File: config.mk
export PLATFORM = sky130hd
export DESIGN_NAME = lbm_sweep_ctrl_flat
export DESIGN_NICKNAME = d
export VERILOG_FILES = /design/src/rtl/lbm_pkg.sv /design/src/rtl/lbm_sweep_ctrl_if.sv /design/src/rtl/lbm_cell_counter.sv /design/src/rtl/lbm_sweep_ctrl.sv /design/src/flat_wrapper.sv
export SDC_FILE = /design/constraint.sdc
export NUM_CORES = 1
export LEC_CHECK = 0
export ABC_AREA = 1
export CORE_ASPECT_RATIO = 1.5
export CORE_UTILIZATION = 50
export CTS_CLUSTER_SIZE = 28
export DETAILED_ROUTE_END_ITERATION = 12
export PLACE_DENSITY_LB_ADDON = 0.15
export SYNTH_ARGS = -nofsm -noshare
export SYNTH_HDL_FRONTEND = slang
export SYNTH_SLANG_ARGS = --single-unit
export TNS_END_PERCENT = 1
File: constraint.sdc
create_clock -name Clk -period 1.9 [get_ports Clk]
set_input_delay 0.285 -clock Clk [delete_from_list [all_inputs] [get_ports Clk]]
set_output_delay 0.285 -clock Clk [all_outputs]
set_load 0.02 [all_outputs]
File: src/rtl/lbm_pkg.sv
// Shared types for the LBM sweep controller.
//   lbm_state_t : controller FSM state encoding. ST_ERROR exists only when
//                 LBM_DIV_TIMEOUT_EN is defined (divider watchdog build).
//   lbm_bnd_t   : per-cell boundary flags produced by the cell counter.
//   cnt_width   : width needed for a counter that must hold the value n.
package lbm_pkg;

  typedef enum logic [3:0] {
    ST_IDLE      = 4'd0,
    ST_INIT      = 4'd1,
    ST_MOM       = 4'd2,
    ST_DIV_START = 4'd3,
    ST_DIV_WAIT  = 4'd4,
    ST_EQ        = 4'd5,
    ST_COLLIDE   = 4'd6,
    ST_STREAM    = 4'd7,
    ST_DONE      = 4'd8
`ifdef LBM_DIV_TIMEOUT_EN
    ,
    ST_ERROR     = 4'd9
`endif
  } lbm_state_t;

  typedef struct packed {
    logic lid;
    logic bottom_wall;
    logic left_wall;
    logic right_wall;
  } lbm_bnd_t;

  function automatic int cnt_width(input int n);
    return (n < 2) ? 1 : $clog2(n + 1);
  endfunction

endpackage

File: src/rtl/lbm_sweep_ctrl_if.sv
// Host + datapath signal bundle for lbm_sweep_ctrl.
//   master : controller side (drives strobes, address, status).
//   slave  : host/datapath side (drives start, num_iters, div_valid).
// Handshake: start is a level sampled only while the controller is IDLE;
// div_valid is a level sampled only in DIV_WAIT (one accepted result per
// div_start pulse). state is a debug view of the controller FSM.
interface lbm_sweep_ctrl_if #(
  parameter int NX     = 16,
  parameter int NY     = 16,
  parameter int Q      = 9,
  parameter int ITER_W = 16
);
  import lbm_pkg::*;

  localparam int ADDR_W = $clog2(NX * NY);
  localparam int DIR_W  = $clog2(Q);

  logic              start;
  logic [ITER_W-1:0] num_iters;
  logic              div_valid;

  logic [ADDR_W-1:0] cell_addr;
  logic [DIR_W-1:0]  dir;
  logic              lid;
  logic              bottom_wall;
  logic              left_wall;
  logic              right_wall;
  logic              we_init;
  logic              ld_en_mom;
  logic              div_start;
  logic              ld_en_u;
  logic              ld_en_feq;
  logic              we_fout;
  logic              we_fin;
  logic              busy;
  logic              done;
  logic [ITER_W-1:0] iter_cnt;
  logic              err;
  lbm_state_t        state;

  modport master (
    input  start, num_iters, div_valid,
    output cell_addr, dir, lid, bottom_wall, left_wall, right_wall,
           we_init, ld_en_mom, div_start, ld_en_u, ld_en_feq, we_fout,
           we_fin, busy, done, iter_cnt, err, state
  );

  modport slave (
    output start, num_iters, div_valid,
    input  cell_addr, dir, lid, bottom_wall, left_wall, right_wall,
           we_init, ld_en_mom, div_start, ld_en_u, ld_en_feq, we_fout,
           we_fin, busy, done, iter_cnt, err, state
  );

endinterface

File: src/rtl/lbm_cell_counter.sv
// Raster x/y cell counter over an NX x NY grid.
//   clk, rst : clock, synchronous active-high reset
//   clr      : force x=y=0 (priority over en)
//   en       : advance one cell; x wraps NX-1->0 with y++, y wraps NY-1->0
//   addr     : y*NX+x
//   last     : current cell is (NX-1, NY-1)
//   bnd      : boundary flags of the current cell
module lbm_cell_counter
  import lbm_pkg::*;
#(
  parameter int NX     = 16,
  parameter int NY     = 16,
  parameter int ADDR_W = $clog2(NX * NY)
) (
  input  logic              clk,
  input  logic              rst,
  input  logic              clr,
  input  logic              en,
  output logic [ADDR_W-1:0] addr,
  output logic              last,
  output lbm_bnd_t          bnd
);

  localparam int XW = $clog2(NX);
  localparam int YW = $clog2(NY);

  logic [XW-1:0] x_q, x_d;
  logic [YW-1:0] y_q, y_d;
  logic          x_last;
  logic          y_last;

  assign x_last = (x_q == XW'(NX - 1));
  assign y_last = (y_q == YW'(NY - 1));
  assign last   = x_last & y_last;

  always_comb begin
    x_d = x_q;
    y_d = y_q;
    if (clr) begin
      x_d = '0;
      y_d = '0;
    end else if (en) begin
      if (x_last) begin
        x_d = '0;
        y_d = y_last ? '0 : y_q + 1'b1;
      end else begin
        x_d = x_q + 1'b1;
      end
    end
  end

  always_ff @(posedge clk) begin
    if (rst) begin
      x_q <= '0;
      y_q <= '0;
    end else begin
      x_q <= x_d;
      y_q <= y_d;
    end
  end

  assign addr = ADDR_W'(int'(y_q) * NX + int'(x_q));

  assign bnd.lid         = y_last;
  assign bnd.bottom_wall = (y_q == '0);
  assign bnd.left_wall   = (x_q == '0);
  assign bnd.right_wall  = x_last;

endmodule

File: src/rtl/lbm_sweep_ctrl.sv
// LBM sweep controller: sequences an init pass, then num_iters iterations of
// (per-cell moment / divide / equilibrium / collide) followed by a streaming
// sweep over an NX x NY grid with Q directions per cell.
//   Clk, Reset : clock, synchronous active-high reset
//   bus        : lbm_sweep_ctrl_if.master (host start/done, datapath strobes,
//                cell address/direction, boundary flags, debug state)
// Optional build macro LBM_DIV_TIMEOUT_EN adds a DIV_WAIT watchdog of
// DIV_TIMEOUT cycles that parks the block in ST_ERROR (err=1) until Reset.
module lbm_sweep_ctrl
  import lbm_pkg::*;
#(
  parameter int NX          = 16,
  parameter int NY          = 16,
  parameter int Q           = 9,
  parameter int ITER_W      = 16,
  parameter int DIV_TIMEOUT = 64
) (
  input  logic             Clk,
  input  logic             Reset,
  lbm_sweep_ctrl_if.master bus
);

  localparam int CELLS  = NX * NY;
  localparam int ADDR_W = $clog2(CELLS);
  localparam int DIR_W  = $clog2(Q);

  lbm_state_t        state_q, state_d;
  logic [DIR_W-1:0]  dir_q, dir_d;
  logic [ITER_W-1:0] num_iters_q, num_iters_d;
  logic [ITER_W-1:0] iter_cnt_q, iter_cnt_d;
  logic [ITER_W-1:0] iter_next;

  logic              cnt_clr;
  logic              cnt_en;
  logic              cell_last;
  logic [ADDR_W-1:0] cell_addr;
  lbm_bnd_t          bnd;
  logic              dir_last;

  logic              we_init;
  logic              ld_en_mom;
  logic              div_start;
  logic              ld_en_u;
  logic              ld_en_feq;
  logic              we_fout;
  logic              we_fin;
  logic              busy;
  logic              done;
  logic              err;
  logic [DIR_W-1:0]  dir_o;

`ifdef LBM_DIV_TIMEOUT_EN
  localparam int WD_W = cnt_width(DIV_TIMEOUT);
  logic [WD_W-1:0] wdog_q, wdog_d;
`endif

  lbm_cell_counter #(
    .NX     (NX),
    .NY     (NY),
    .ADDR_W (ADDR_W)
  ) u_cell_counter (
    .clk  (Clk),
    .rst  (Reset),
    .clr  (cnt_clr),
    .en   (cnt_en),
    .addr (cell_addr),
    .last (cell_last),
    .bnd  (bnd)
  );

  assign dir_last  = (dir_q == DIR_W'(Q - 1));
  assign iter_next = iter_cnt_q + 1'b1;

  always_comb begin
    state_d     = state_q;
    dir_d       = dir_q;
    num_iters_d = num_iters_q;
    iter_cnt_d  = iter_cnt_q;
    cnt_clr     = 1'b0;
    cnt_en      = 1'b0;
    we_init     = 1'b0;
    ld_en_mom   = 1'b0;
    div_start   = 1'b0;
    ld_en_u     = 1'b0;
    ld_en_feq   = 1'b0;
    we_fout     = 1'b0;
    we_fin      = 1'b0;
    busy        = 1'b0;
    done        = 1'b0;
    err         = 1'b0;
    dir_o       = '0;
`ifdef LBM_DIV_TIMEOUT_EN
    wdog_d      = wdog_q;
`endif

    case (state_q)
      ST_IDLE: begin
        if (bus.start) begin
          num_iters_d = bus.num_iters;
          iter_cnt_d  = '0;
          cnt_clr     = 1'b1;
          dir_d       = '0;
          state_d     = ST_INIT;
        end
      end

      ST_INIT: begin
        busy    = 1'b1;
        we_init = 1'b1;
        cnt_en  = 1'b1;
        if (cell_last) begin
          state_d = (num_iters_q == '0) ? ST_DONE : ST_MOM;
        end
      end

      ST_MOM: begin
        busy      = 1'b1;
        ld_en_mom = 1'b1;
        dir_o     = dir_q;
        if (dir_last) begin
          dir_d   = '0;
          state_d = ST_DIV_START;
        end else begin
          dir_d = dir_q + 1'b1;
        end
      end

      // div_valid is deliberately not looked at here: a result can only
      // belong to this request from the following cycle onwards.
      ST_DIV_START: begin
        busy      = 1'b1;
        div_start = 1'b1;
        state_d   = ST_DIV_WAIT;
`ifdef LBM_DIV_TIMEOUT_EN
        wdog_d    = '0;
`endif
      end

      ST_DIV_WAIT: begin
        busy = 1'b1;
        if (bus.div_valid) begin
          ld_en_u = 1'b1;
          state_d = ST_EQ;
        end
`ifdef LBM_DIV_TIMEOUT_EN
        // wdog_q counts completed DIV_WAIT cycles, so this is the
        // DIV_TIMEOUT-th one; a valid here still wins.
        else if (wdog_q == WD_W'(DIV_TIMEOUT - 1)) begin
          state_d = ST_ERROR;
        end else begin
          wdog_d = wdog_q + 1'b1;
        end
`endif
      end

      ST_EQ: begin
        busy      = 1'b1;
        ld_en_feq = 1'b1;
        dir_o     = dir_q;
        if (dir_last) begin
          dir_d   = '0;
          state_d = ST_COLLIDE;
        end else begin
          dir_d = dir_q + 1'b1;
        end
      end

      ST_COLLIDE: begin
        busy    = 1'b1;
        we_fout = 1'b1;
        dir_o   = dir_q;
        if (dir_last) begin
          dir_d   = '0;
          cnt_en  = 1'b1;
          state_d = cell_last ? ST_STREAM : ST_MOM;
        end else begin
          dir_d = dir_q + 1'b1;
        end
      end

      ST_STREAM: begin
        busy   = 1'b1;
        we_fin = 1'b1;
        dir_o  = dir_q;
        if (dir_last) begin
          dir_d  = '0;
          cnt_en = 1'b1;
          if (cell_last) begin
            iter_cnt_d = iter_next;
            state_d    = (iter_next == num_iters_q) ? ST_DONE : ST_MOM;
          end
        end else begin
          dir_d = dir_q + 1'b1;
        end
      end

      ST_DONE: begin
        done    = 1'b1;
        state_d = ST_IDLE;
      end

`ifdef LBM_DIV_TIMEOUT_EN
      ST_ERROR: begin
        err = 1'b1;
      end
`endif

      default: begin
        state_d = ST_IDLE;
      end
    endcase
  end

  always_ff @(posedge Clk) begin
    if (Reset) begin
      state_q     <= ST_IDLE;
      dir_q       <= '0;
      num_iters_q <= '0;
      iter_cnt_q  <= '0;
`ifdef LBM_DIV_TIMEOUT_EN
      wdog_q      <= '0;
`endif
    end else begin
      state_q     <= state_d;
      dir_q       <= dir_d;
      num_iters_q <= num_iters_d;
      iter_cnt_q  <= iter_cnt_d;
`ifdef LBM_DIV_TIMEOUT_EN
      wdog_q      <= wdog_d;
`endif
    end
  end

  // Flags are only meaningful while sweeping; idle the outputs to 0 so the
  // reset/idle view of the block is all-zero even though the counter sits
  // on corner cell 0.
  assign bus.cell_addr   = cell_addr;
  assign bus.dir         = dir_o;
  assign bus.lid         = bnd.lid & busy;
  assign bus.bottom_wall = bnd.bottom_wall & busy;
  assign bus.left_wall   = bnd.left_wall & busy;
  assign bus.right_wall  = bnd.right_wall & busy;
  assign bus.we_init     = we_init;
  assign bus.ld_en_mom   = ld_en_mom;
  assign bus.div_start   = div_start;
  assign bus.ld_en_u     = ld_en_u;
  assign bus.ld_en_feq   = ld_en_feq;
  assign bus.we_fout     = we_fout;
  assign bus.we_fin      = we_fin;
  assign bus.busy        = busy;
  assign bus.done        = done;
  assign bus.iter_cnt    = iter_cnt_q;
  assign bus.err         = err;
  assign bus.state       = state_q;

endmodule

File: src/flat_wrapper.sv
// flat-port wrapper written by rule: the top's interface ports become plain ports
module lbm_sweep_ctrl_flat import lbm_pkg::*;
#(
  parameter int NX          = 16,
  parameter int NY          = 16,
  parameter int Q           = 9,
  parameter int ITER_W      = 16,
  parameter int DIV_TIMEOUT = 64
)
  (Clk, Reset, bus_start, bus_num_iters, bus_div_valid, bus_cell_addr, bus_dir, bus_lid, bus_bottom_wall, bus_left_wall, bus_right_wall, bus_we_init, bus_ld_en_mom, bus_div_start, bus_ld_en_u, bus_ld_en_feq, bus_we_fout, bus_we_fin, bus_busy, bus_done, bus_iter_cnt, bus_err, bus_state);
  lbm_sweep_ctrl_if #(.NX(NX), .NY(NY), .Q(Q), .ITER_W(ITER_W)) bus_i ();
  input  logic Clk;
  input  logic Reset;
  input wire logic [$bits(bus_i.start)-1:0] bus_start;
  input wire logic [$bits(bus_i.num_iters)-1:0] bus_num_iters;
  input wire logic [$bits(bus_i.div_valid)-1:0] bus_div_valid;
  output wire logic [$bits(bus_i.cell_addr)-1:0] bus_cell_addr;
  output wire logic [$bits(bus_i.dir)-1:0] bus_dir;
  output wire logic [$bits(bus_i.lid)-1:0] bus_lid;
  output wire logic [$bits(bus_i.bottom_wall)-1:0] bus_bottom_wall;
  output wire logic [$bits(bus_i.left_wall)-1:0] bus_left_wall;
  output wire logic [$bits(bus_i.right_wall)-1:0] bus_right_wall;
  output wire logic [$bits(bus_i.we_init)-1:0] bus_we_init;
  output wire logic [$bits(bus_i.ld_en_mom)-1:0] bus_ld_en_mom;
  output wire logic [$bits(bus_i.div_start)-1:0] bus_div_start;
  output wire logic [$bits(bus_i.ld_en_u)-1:0] bus_ld_en_u;
  output wire logic [$bits(bus_i.ld_en_feq)-1:0] bus_ld_en_feq;
  output wire logic [$bits(bus_i.we_fout)-1:0] bus_we_fout;
  output wire logic [$bits(bus_i.we_fin)-1:0] bus_we_fin;
  output wire logic [$bits(bus_i.busy)-1:0] bus_busy;
  output wire logic [$bits(bus_i.done)-1:0] bus_done;
  output wire logic [$bits(bus_i.iter_cnt)-1:0] bus_iter_cnt;
  output wire logic [$bits(bus_i.err)-1:0] bus_err;
  output wire logic [$bits(bus_i.state)-1:0] bus_state;
  assign bus_i.start = bus_start;
  assign bus_i.num_iters = bus_num_iters;
  assign bus_i.div_valid = bus_div_valid;
  assign bus_cell_addr = bus_i.cell_addr;
  assign bus_dir = bus_i.dir;
  assign bus_lid = bus_i.lid;
  assign bus_bottom_wall = bus_i.bottom_wall;
  assign bus_left_wall = bus_i.left_wall;
  assign bus_right_wall = bus_i.right_wall;
  assign bus_we_init = bus_i.we_init;
  assign bus_ld_en_mom = bus_i.ld_en_mom;
  assign bus_div_start = bus_i.div_start;
  assign bus_ld_en_u = bus_i.ld_en_u;
  assign bus_ld_en_feq = bus_i.ld_en_feq;
  assign bus_we_fout = bus_i.we_fout;
  assign bus_we_fin = bus_i.we_fin;
  assign bus_busy = bus_i.busy;
  assign bus_done = bus_i.done;
  assign bus_iter_cnt = bus_i.iter_cnt;
  assign bus_err = bus_i.err;
  assign bus_state = bus_i.state;
  lbm_sweep_ctrl #(.NX(NX), .NY(NY), .Q(Q), .ITER_W(ITER_W), .DIV_TIMEOUT(DIV_TIMEOUT)) u_core (.Clk(Clk), .Reset(Reset), .bus(bus_i));
endmodule
==> metrics.txt, run 1 <==
outcome=finished, violations left; failing checks=setup timing; CP Capture Type=flip-flop; vias per inst=5.31; post-synth top area cell=dfxtp_1; die width=65.0 um; hold path start=u_core.num_iters_q[15]; CP Launch Type=flip-flop; Ys Warns=0; Synth Area in Compound Gates=between 10% and 20%; routed len/inst=about 13 um; First DRT Iteration DRCs=between 200 and 300; Total Wirelength=about 8.6 mm; WHS Endpoint=u_core.num_iters_q[15]; diode count=0; first-pass GRT wire length=about 13 mm; First-pass DRT Iterations=7; Pleak=approximately 1.8 nW; required time of the critical path=between 2 and 2.5 ns; register area share after synthesis=about a third; critical path arrival=between 2 and 2.5 ns; CTS tree=done; largest net degree at the start of global routing=21; Pins Over Slew Limit=0; xor and xnor area share after synthesis=between 2 and 3%; Cells after Synth=467; Final Hold Vio Count=0; PD cells=slightly below 900 nW/um^2; Num CTS Buffers=5; clock sink count=48; Top FF cell, synth=dfxtp_1; Final ANT Viol Nets=0; Clock Pin Slew Worst Setup and Hold Paths=around 0.090 ns; WHS Path Cells=2; Clock Tree Buf Depth=2; synth unique cells=31; Buffers on Ports=64; Synth-to-Final Area Change=39.2%; EDFF count, synth=0; Async SR Flop Fraction=0%; simple-gate share of the synthesized area=between 30 and 40%; post-layout min period=approximately 1.9 ns; Reg2Reg Launch Point=u_core.bus.iter_cnt[0]; Rows=34; Peak supply drop=about 0.86 mV; clk_lat worst skew=0.30 ns; worst r2r dst=u_core.bus.state[1]; die area=6280 sq um; worst min path class=reg -> reg; vias=3,409; GRT Util Overall=26.8%; Final Setup Violations=1; post-synthesis mux area share=0%; Tcrit/Tclk final=101%; Mapped Area=about 3000 sq um; largest cells by area after synthesis=dfxtp_1 (32%), nand2_1 (15%), inv_1 (8.6%), nand3_1 (8.4%), a21oi_1 (6.7%); core area=approximately 5800 sq um; CTS H-Tree Depth=2; Post-Syn Area per Cell=~6.4 sq um; post-route design area=roughly 4100 sq um; fmax=0.520 GHz; largest family of logic cells by synthesized area=simple AND/OR/NAND/NOR gates; syn nets=between 400 and 500; GRT overflow=0; PnR worst setup slack=-0.0217 ns; worst-case clock skew=between 0.01 and 0.015 ns; starting density of the core=between 50% and 60%; synthesized flop and latch total=48; Final Net Count=between 500 and 600; vias in the first global route=3,018; post-synth top area share=32.2%; Max Cap Viol=0; clk root buf=clkbuf_8; reg-to-reg slack, setup=-0.02 ns; crit path kind=reg -> reg; non-filler instance count after layout=642; die height=96.6 um; RSZ-0062 raised after global routing=yes; share of layout cells above drive strength 1=a little under a fifth; gpl congestion=just under 0.9; Remaining DRCs=0; Crit Path Max Fanout=8; worst reg2reg path depth=16; dpl hpwl=6.53 mm; post-synthesis adder-cell area fraction=2.94%; initial antenna violation count=0; placed cell count=approximately 630; placed cell area=3980 sq um; # IOs=between 60 and 70
[timing repair]
| item | in CTS | in global routing |
|---|---|---|
| pin swaps | 0 | 5 |
| gates cloned | 0 | 0 |
| setup buffers | 0 | 3 |
| gates resized for setup | 31 | 39 |
| hold buffers | 0 | 0 |
| setup endpoints to repair | 17 | 45 |
[state kept, by name, summed over array words and instances, names as in the netlist]
| signal | cells |
|---|---|
| u_core.u_cell_counter.y_q | 4 |
| u_core.u_cell_counter.x_q | 4 |
| u_core.bus.state | 4 |
| u_core.num_iters_q | 16 |
| u_core.bus.iter_cnt | 16 |
| u_core.dir_q | 4 |
[layout by cell type (no fill, tap or decap), types with 2 or more instances in the layout]
master           count
o21ai_0             23
ha_1                 6
clkdlybuf4s15_2      5
nand3_2              2
nor2_2               8
xnor2_1              3
xor2_1               3
inv_2                6
clkdlybuf4s50_1     47
clkbuf_8             6
nor4_1               7
nor3_4               2
inv_1               65
nand3_1             48
nor2_1              38
nand4_1             11
a21oi_1             40
clkinv_2             2
clkdlybuf4s15_1      3
buf_4               37
nor2_4               7
nand2_2              8
nor3_1               7
nand2_1            114
dfxtp_2              9
clkbuf_2             4
buf_12               3
dlygate4sd2_1        4
dfxtp_1             39
[layout make-up]
cell class / instances / area, sq um
Clock inverter: 2 / 10.0
Inverter: 72 / 270
Multi-Input combinational cell: 337 / 1750
Clock buffer: 6 / 82.6
Fill cell: 523 / 1640
Timing Repair Buffer: 105 / 970
Tap cell: 72 / 90.1
Sequential cell: 48 / 972
[stage by stage]
stage | TNS, ns | hold slack, ns | utilization, % | setup slack (ns) | power, mW
after floorplan | 0 | 0.420 | - | 0.0177 | 2.31
after global placement | 0 | 0.472 | 68.7 | 0.0124 | 3.04
after detailed placement | -0.186 | 0.478 | 68.7 | -0.0489 | 3.06
after CTS | -0.00319 | 0.493 | 70.3 | -0.00262 | 3.66
after global routing | -0.921 | 0.513 | 71.7 | -0.212 | 3.93
final | -0.0217 | 0.494 | 71.7 | -0.0217 | 3.68
[worst max-delay path, stage by stage, from the launching register on]
cell	delay [ns]
dfxtp_2	0.37
ha_4	0.16
nand2_2	0.07
nor2_4	0.21
nand2_1	0.11
nand3_1	0.10
nand2_1	0.05
inv_1	0.05
nand2_1	0.04
nor2_1	0.13
nand3_1	0.08
nor2_1	0.10
nand2_1	0.10
nand2_1	0.07
nand2_1	0.05
nand2_1	0.06
a21oi_1	0.06
[routing by layer]
| layer | global-route usage [%] | vias up | part of all wire (%) |
|---|---|---|---|
| li1 | - | 1714 | - |
| met1 | 28.2 | 1533 | 38 |
| met2 | 52.0 | 134 | 53 |
| met3 | 4.81 | 28 | 5.7 |
| met4 | 9.78 | 0 | 2.7 |
| met5 | 0 | - | 0 |
[synth_stat cells (all sizes together), types with 7 or more instances]
cell type / n
nand2: 122
nand4: 12
nor2: 53
dfxtp: 48
o21ai: 24
nor3: 9
clkbuf: 7
nor4: 7
ha: 7
a21oi: 41
nand3: 50
inv: 71
[report_power, final]
part	leakage (nW)	internal [mW]	switching [mW]
combinational	1.33	0.708	1.03
sequential	0.395	1.16	0.139
clock	0.0510	0.291	0.350
[kinds of logic (layout without fill, tap and decap cells)]
family                     count (synthesis)  count (layout)
and+or+nand+nor                          254             254
buffers and inverters                     82             185
AOI/OAI and AO/OA                         68              68
DFF                                       48              48
adders and majority gates                  7               7
xor gates and xnor gates                   7               7
other                                      1               1
[how the worst max path moves through the flow]
stage                                 startpoint             endpoint
final                     u_core.bus.iter_cnt[0]  u_core.bus.state[1]
after global routing      u_core.bus.iter_cnt[0]  u_core.bus.state[1]
after CTS                    u_core.bus.state[2]        bus_left_wall
after detailed placement     u_core.bus.state[2]           bus_dir[1]
after global placement       u_core.bus.state[0]           bus_dir[3]
after floorplan           u_core.bus.iter_cnt[1]  u_core.bus.state[1]
Note: power is estimated with default switching activity, not from simulation.
==> run 2, diff against run 1 <==
--- a/constraint.sdc
+++ b/constraint.sdc
@@ -3,2 +3,2 @@
 set_output_delay 0.285 -clock Clk [all_outputs]
-set_load 0.02 [all_outputs]
+set_load 0.1 [all_outputs]
==> run 2 against run 1 <==
Compared with the run above: the run now ends clean; sequential power about the same; clock power increased by 6.2%; clock-buffer cell count increased by 1; critical endpoint is now bus_we_init; largest cell class unchanged.
==> metrics.txt, run 2 (same netlist as run 1, synthesis figures left out) <==
outcome=complete, no violations (was finished, violations left); Peak supply drop=1.15 mV (was 0.864 mV); CTS tree=done (unchanged); Clock power frac=14.6% (was 17.4%); Final Hold Vio Count=0 (unchanged); Final Setup Violations=0 (was 1); sw frac=49.5% (was 41.4%); share of layout cells above drive strength 1=25.8% (was 18.2%); Placement Setup Slack=-0.0361 ns (was -0.0489 ns); hold-fix buffers at CTS=0 (unchanged); clk root buf=clkbuf_8 (unchanged); vias per inst=5.32 (was 5.31); dpl hpwl=6.69 mm (was 6.53 mm); Power Internal=2.35 mW (was 2.16 mW); most frequent cells in the layout=nand2_1 (115), inv_1 (63), nand3_1 (47), buf_4 (46), a21oi_1 (40) (was nand2_1 (114), inv_1 (65), nand3_1 (48), clkdlybuf4s50_1 (47), a21oi_1 (40)); Psw=2.31 mW (was 1.52 mW); Pleak=1.91 nW (was 1.78 nW); vias=3,373 (was 3,409); Rows=34 (unchanged); clk_lat worst skew=0.30 ns (about the same); First DRT Iteration DRCs=212 (was 275); Final ANT Viol Nets=0 (unchanged); PnR worst setup slack=0.00902 ns (was -0.0217 ns); Num CTS Buffers=5 (unchanged); die width=65.0 um (unchanged); fmax=0.529 GHz (was 0.520 GHz); total power=4.66 mW (was 3.68 mW); largest net degree at the start of global routing=21 (unchanged); CP Launch Type=flip-flop (unchanged); Pins Over Slew Limit=0 (unchanged); Comb power frac=56.9% (was 47.3%); worst-case clock skew=0.0132 ns (was 0.0100 ns); crit path kind=reg -> out (was reg -> reg); Max transition margin=about 62%; Post-Route Utilization=77.4% (was 71.7%); starting density of the core=51.5% (unchanged); PD cells=1040 nW/um^2 (was 888 nW/um^2); pin slew with the least headroom to its limit=about 0.56 ns; Tcrit/Tclk final=99.5% (was 101%); Buffers on Ports=64 (unchanged); First-pass DRT Iterations=5 (was 7); Clock Tree Buf Depth=2 (unchanged); Final Net Count=589 (was 596); critical path arrival=1.61 ns (was 2.10 ns); vias in the first global route=3,139 (was 3,018); # IOs=66 (unchanged); first-pass GRT wire length=14.0 mm (was 13.1 mm); diode count=0 (unchanged); core area=5790 sq um (unchanged); initial antenna violation count=0 (unchanged); die height=96.6 um (unchanged); GRT overflow=0 (unchanged); Filler cells=448 (was 523); CP Capture Type=output pin (was flip-flop); reg-to-reg slack, setup=0.02 ns (was -0.02 ns); Total Wirelength=8.64 mm (was 8.59 mm); gpl congestion=0.954 (was 0.894); die area=6280 sq um (unchanged); CTS H-Tree Depth=2 (unchanged); worst min path class=reg -> reg (unchanged); post-layout min period=1.89 ns (was 1.92 ns); area of the multi-input gates=1850 sq um (was 1750 sq um); required time of the critical path=1.62 ns (was 2.08 ns); RSZ-0062 raised after global routing=yes (unchanged); Clock Pin Slew Worst Setup and Hold Paths=0.10 ns (was 0.09 ns); placed cell count=623 (was 631); FF+latch area=995 sq um (was 972 sq um); Max Cap Viol=0 (unchanged); non-filler instance count after layout=634 (was 642); Synth-to-Final Area Change=50.3% (was 39.2%); commonest non-fill, non-tap cell in the layout=nand2_1 (unchanged); GRT Util Overall=28.4% (was 26.8%); routed len/inst=13.6 um (was 13.4 um); clock sink count=48 (unchanged); Crit Path Max Fanout=5 (was 8); Remaining DRCs=0 (unchanged); Sequential Power Share=28.5% (was 35.3%)
==> run 2: changes by cell type in the layout (fill, tap and decap cells not counted), sizes merged, moves of 2 or more <==
cell           delta
buf              +37
clkdlybuf4s50    -28
clkdlybuf4s15     -8
dlygate4sd2       -4
clkbuf            -3
clkinv            -2
==> run 2: critical path, cell delays in order (launching register included) <==
cell	delay [ns]
dfxtp_4	0.38
nor2_1	0.19
inv_1	0.14
nor3_4	0.24
buf_4	0.17
buf_12	0.17
==> run 2: timing repair <==
item | in CTS | in global routing
buffers inserted | 1 | 2
gates resized for setup | 6 | 17
endpoints found under the setup margin | 9 | 26
pin swaps | 1 | 3
cloned | 1 | 0
==> run 2: layout make-up <==
class                      count  area share (%)
sequential                    48            22.2
multi-input combinational    338            41.2
inverter                      72            6.17
timing repair buffer          97            26.2
clock buffer                   7            2.18
tap                           72            2.01
==> run 2: power groups by stage <==
stage | registers, mW | logic, mW | clock network, mW
4_1_cts | 1.33 | 2.58 | 0.692
6_report | 1.33 | 2.65 | 0.681
3_5_place_dp | 1.34 | 2.55 | 0
3_3_place_gp | 1.34 | 2.52 | 0
2_1_floorplan | 1.55 | 1.55 | 0
5_1_grt | 1.35 | 2.83 | 0.726
==> run 2: through the flow <==
step / setup TNS [ns] / instance area [sq um] / hold slack, ns
finish: 0 / 4480 / 0.499
floorplan: -15.61 / 3080 / 0.420
CTS: -0.0225 / 4400 / 0.496
detailed placement: -0.0411 / 4270 / 0.482
global route: -1.01 / 4480 / 0.525
global placement: 0 / 4270 / 0.475
==> run 2: worst paths after layout <==
check,startpoint,to,cells after the start
setup / recovery,u_core.bus.state[3],bus_we_init,5
hold / removal,u_core.u_cell_counter.x_q[1],u_core.u_cell_counter.x_q[1],2
hold reg to reg,u_core.u_cell_counter.x_q[1],u_core.u_cell_counter.x_q[1],2
setup reg to reg,u_core.bus.iter_cnt[0],u_core.bus.state[1],15
==> run 2: routing by layer <==
| metal | up-vias | track usage, % | part of all wire, % |
|---|---|---|---|
| met5 | - | 0 | 0 |
| met4 | 0 | 13.6 | 3.8 |
| met3 | 25 | 3.76 | 3.9 |
| met2 | 104 | 54.4 | 54 |
| met1 | 1546 | 30.2 | 38 |
| li1 | 1698 | - | - |
==> run 3, diff against run 2 <==
- GPL_ROUTABILITY_DRIVEN: unset -> 0
- SLEW_MARGIN: unset -> 10
==> run 3 against run 2 <==
Compared with the run above: clock power down 13%; worst setup slack better by 0.039 ns; power down 2.3%; combinational power about the same; non-clock buffer count down 3; design area down 1.1%; critical path type unchanged; maximum frequency up 2.1%; sequential share of layout area up 0.32 points; largest cell class unchanged; via count up 0.33%.
==> metrics.txt, run 3 (same netlist as run 1, synthesis figures left out) <==
commonest non-fill, non-tap cell in the layout=nand2_1 (unchanged); Peak supply drop=0.968 mV (was 1.15 mV); Sequential Power Share=29.2% (was 28.5%); starting density of the core=51.5% (unchanged); Num CTS Buffers=5 (unchanged); GRT overflow=0 (unchanged); CTS tree=done (unchanged); First-pass DRT Iterations=5 (unchanged); Clock Tree Buf Depth=2 (unchanged); Tcrit/Tclk final=97.5% (was 99.5%); Synth-to-Final Area Change=48.7% (was 50.3%); routed len/inst=13.4 um (was 13.6 um); die height=96.6 um (unchanged); total power=4.55 mW (was 4.66 mW); largest net degree at the start of global routing=21 (unchanged); Remaining DRCs=0 (unchanged); post-layout min period=1.85 ns (was 1.89 ns); CP Launch Type=flip-flop (unchanged); vias per inst=5.35 (was 5.32); clock sink count=48 (unchanged); fmax=0.540 GHz (was 0.529 GHz); worst-case clock skew=0.00851 ns (was 0.0132 ns); Psw=2.29 mW (was 2.31 mW); Max Cap Viol=0 (unchanged); initial antenna violation count=0 (unchanged); diode count=0 (unchanged); Pins Over Slew Limit=0 (unchanged); GRT Util Overall=27.9% (was 28.4%); vias in the first global route=3,175 (was 3,139); smallest hold slack=0.498 ns (was 0.499 ns); CTS H-Tree Depth=2 (unchanged); sw frac=50.3% (was 49.5%); Clock Pin Slew Worst Setup and Hold Paths=0.09 ns (was 0.10 ns); worst min path class=reg -> reg (unchanged); Final ANT Viol Nets=0 (unchanged); Comb power frac=57.8% (was 56.9%); Rows=34 (unchanged); outcome=complete, no violations (unchanged); clk_lat worst skew=0.29 ns (was 0.30 ns); Clock power frac=13.0% (was 14.6%); vias=3,384 (was 3,373); CP Capture Type=output pin (unchanged); die area=6280 sq um (unchanged); RSZ-0062 raised after global routing=yes (unchanged); first-pass GRT wire length=13.7 mm (was 14.0 mm); most frequent cells in the layout=nand2_1 (114), inv_1 (61), nand3_1 (47), buf_4 (44), a21oi_1 (40) (was nand2_1 (115), inv_1 (63), nand3_1 (47), buf_4 (46), a21oi_1 (40)); die width=65.0 um (unchanged); core area=5790 sq um (unchanged); Crit Path Max Fanout=7 (was 5); First DRT Iteration DRCs=247 (was 212); Final Net Count=586 (was 589); Pleak=1.88 nW (was 1.91 nW); Filler cells=419 (was 448); critical path arrival=1.57 ns (was 1.61 ns); PD cells=1030 nW/um^2 (was 1040 nW/um^2); share of layout cells above drive strength 1=26.4% (was 25.8%); Power Internal=2.26 mW (was 2.35 mW); crit path kind=reg -> out (unchanged); Final Setup Violations=0 (unchanged); required time of the critical path=1.62 ns (about the same); clk root buf=clkbuf_8 (unchanged); Post-Route Utilization=76.6% (was 77.4%); Buffers on Ports=64 (unchanged); Final Hold Vio Count=0 (unchanged); # IOs=66 (unchanged); dpl hpwl=6.53 mm (was 6.69 mm); Total Wirelength=8.50 mm (was 8.64 mm)
-- run 3: worst paths after layout --
| kind | from | to | slack, ns | cells past startpoint |
|---|---|---|---|---|
| worst max-delay path | u_core.bus.state[1] | bus_dir[0] | 0.05 | 8 |
| worst min register to register | u_core.num_iters_q[11] | u_core.num_iters_q[11] | 0.50 | 2 |
| worst min-delay path | u_core.num_iters_q[11] | u_core.num_iters_q[11] | 0.50 | 2 |
| worst max register to register | u_core.bus.iter_cnt[0] | u_core.bus.state[1] | 0.05 | 16 |
-- run 3: per-layer routing --
layer / track usage [%] / wire, um / up-vias
li1: - / - / 1697
met3: 3.40 / 411 / 38
met5: 0 / 0 / -
met4: 17.4 / 425 / 0
met2: 51.7 / 4520 / 128
met1: 29.5 / 3140 / 1521
-- run 3: power by group through the flow --
stage / registers (mW) / clock network [mW] / logic [mW]
after global routing: 1.35 / 0.646 / 2.80
after global placement: 1.34 / 0 / 2.52
final: 1.33 / 0.594 / 2.63
after detailed placement: 1.35 / 0 / 2.55
after floorplan: 1.55 / 0 / 1.55
after CTS: 1.33 / 0.607 / 2.58
-- run 3: final cells by class --
| cell class | count | area, sq um | area share (%) |
|---|---|---|---|
| multi-input combinational | 338 | 1850 | 41.6 |
| timing repair buffer | 94 | 1140 | 25.7 |
| sequential | 48 | 998 | 22.5 |
| inverter | 72 | 277 | 6.24 |
| tap | 72 | 90.1 | 2.03 |
| clock buffer | 7 | 76.3 | 1.72 |
| clock inverter | 1 | 5.00 | 0.113 |
-- run 3: per-stage QoR --
step	setup TNS [ns]	setup slack (ns)	instances	area, sq um
final	0	0.0477	632	4430
after global routing	-0.528	-0.133	632	4430
after CTS	-0.0376	-0.0246	631	4360
after detailed placement	-0.0603	-0.0395	622	4250
after global placement	0	0.0457	622	4250
after floorplan	-15.61	-0.538	467	3080
-- run 3: repair_timing --
item	4_1_cts	5_1_grt
resized for setup	7	24
pin swaps	1	5
setup endpoints to repair	8	26
buffers inserted	0	1
hold buffers	0	0
cloned	1	0
hold endpoints to repair	0	0
-- run 3: critical path, stage by stage, from the launching register on --
cell and delay [ns]:
dfxtp_4 0.39, inv_2 0.14, nand3_1 0.16, nand2_2 0.13
nor2_4 0.05, inv_2 0.08, nand2_1 0.05, inv_1 0.09
buf_12 0.18
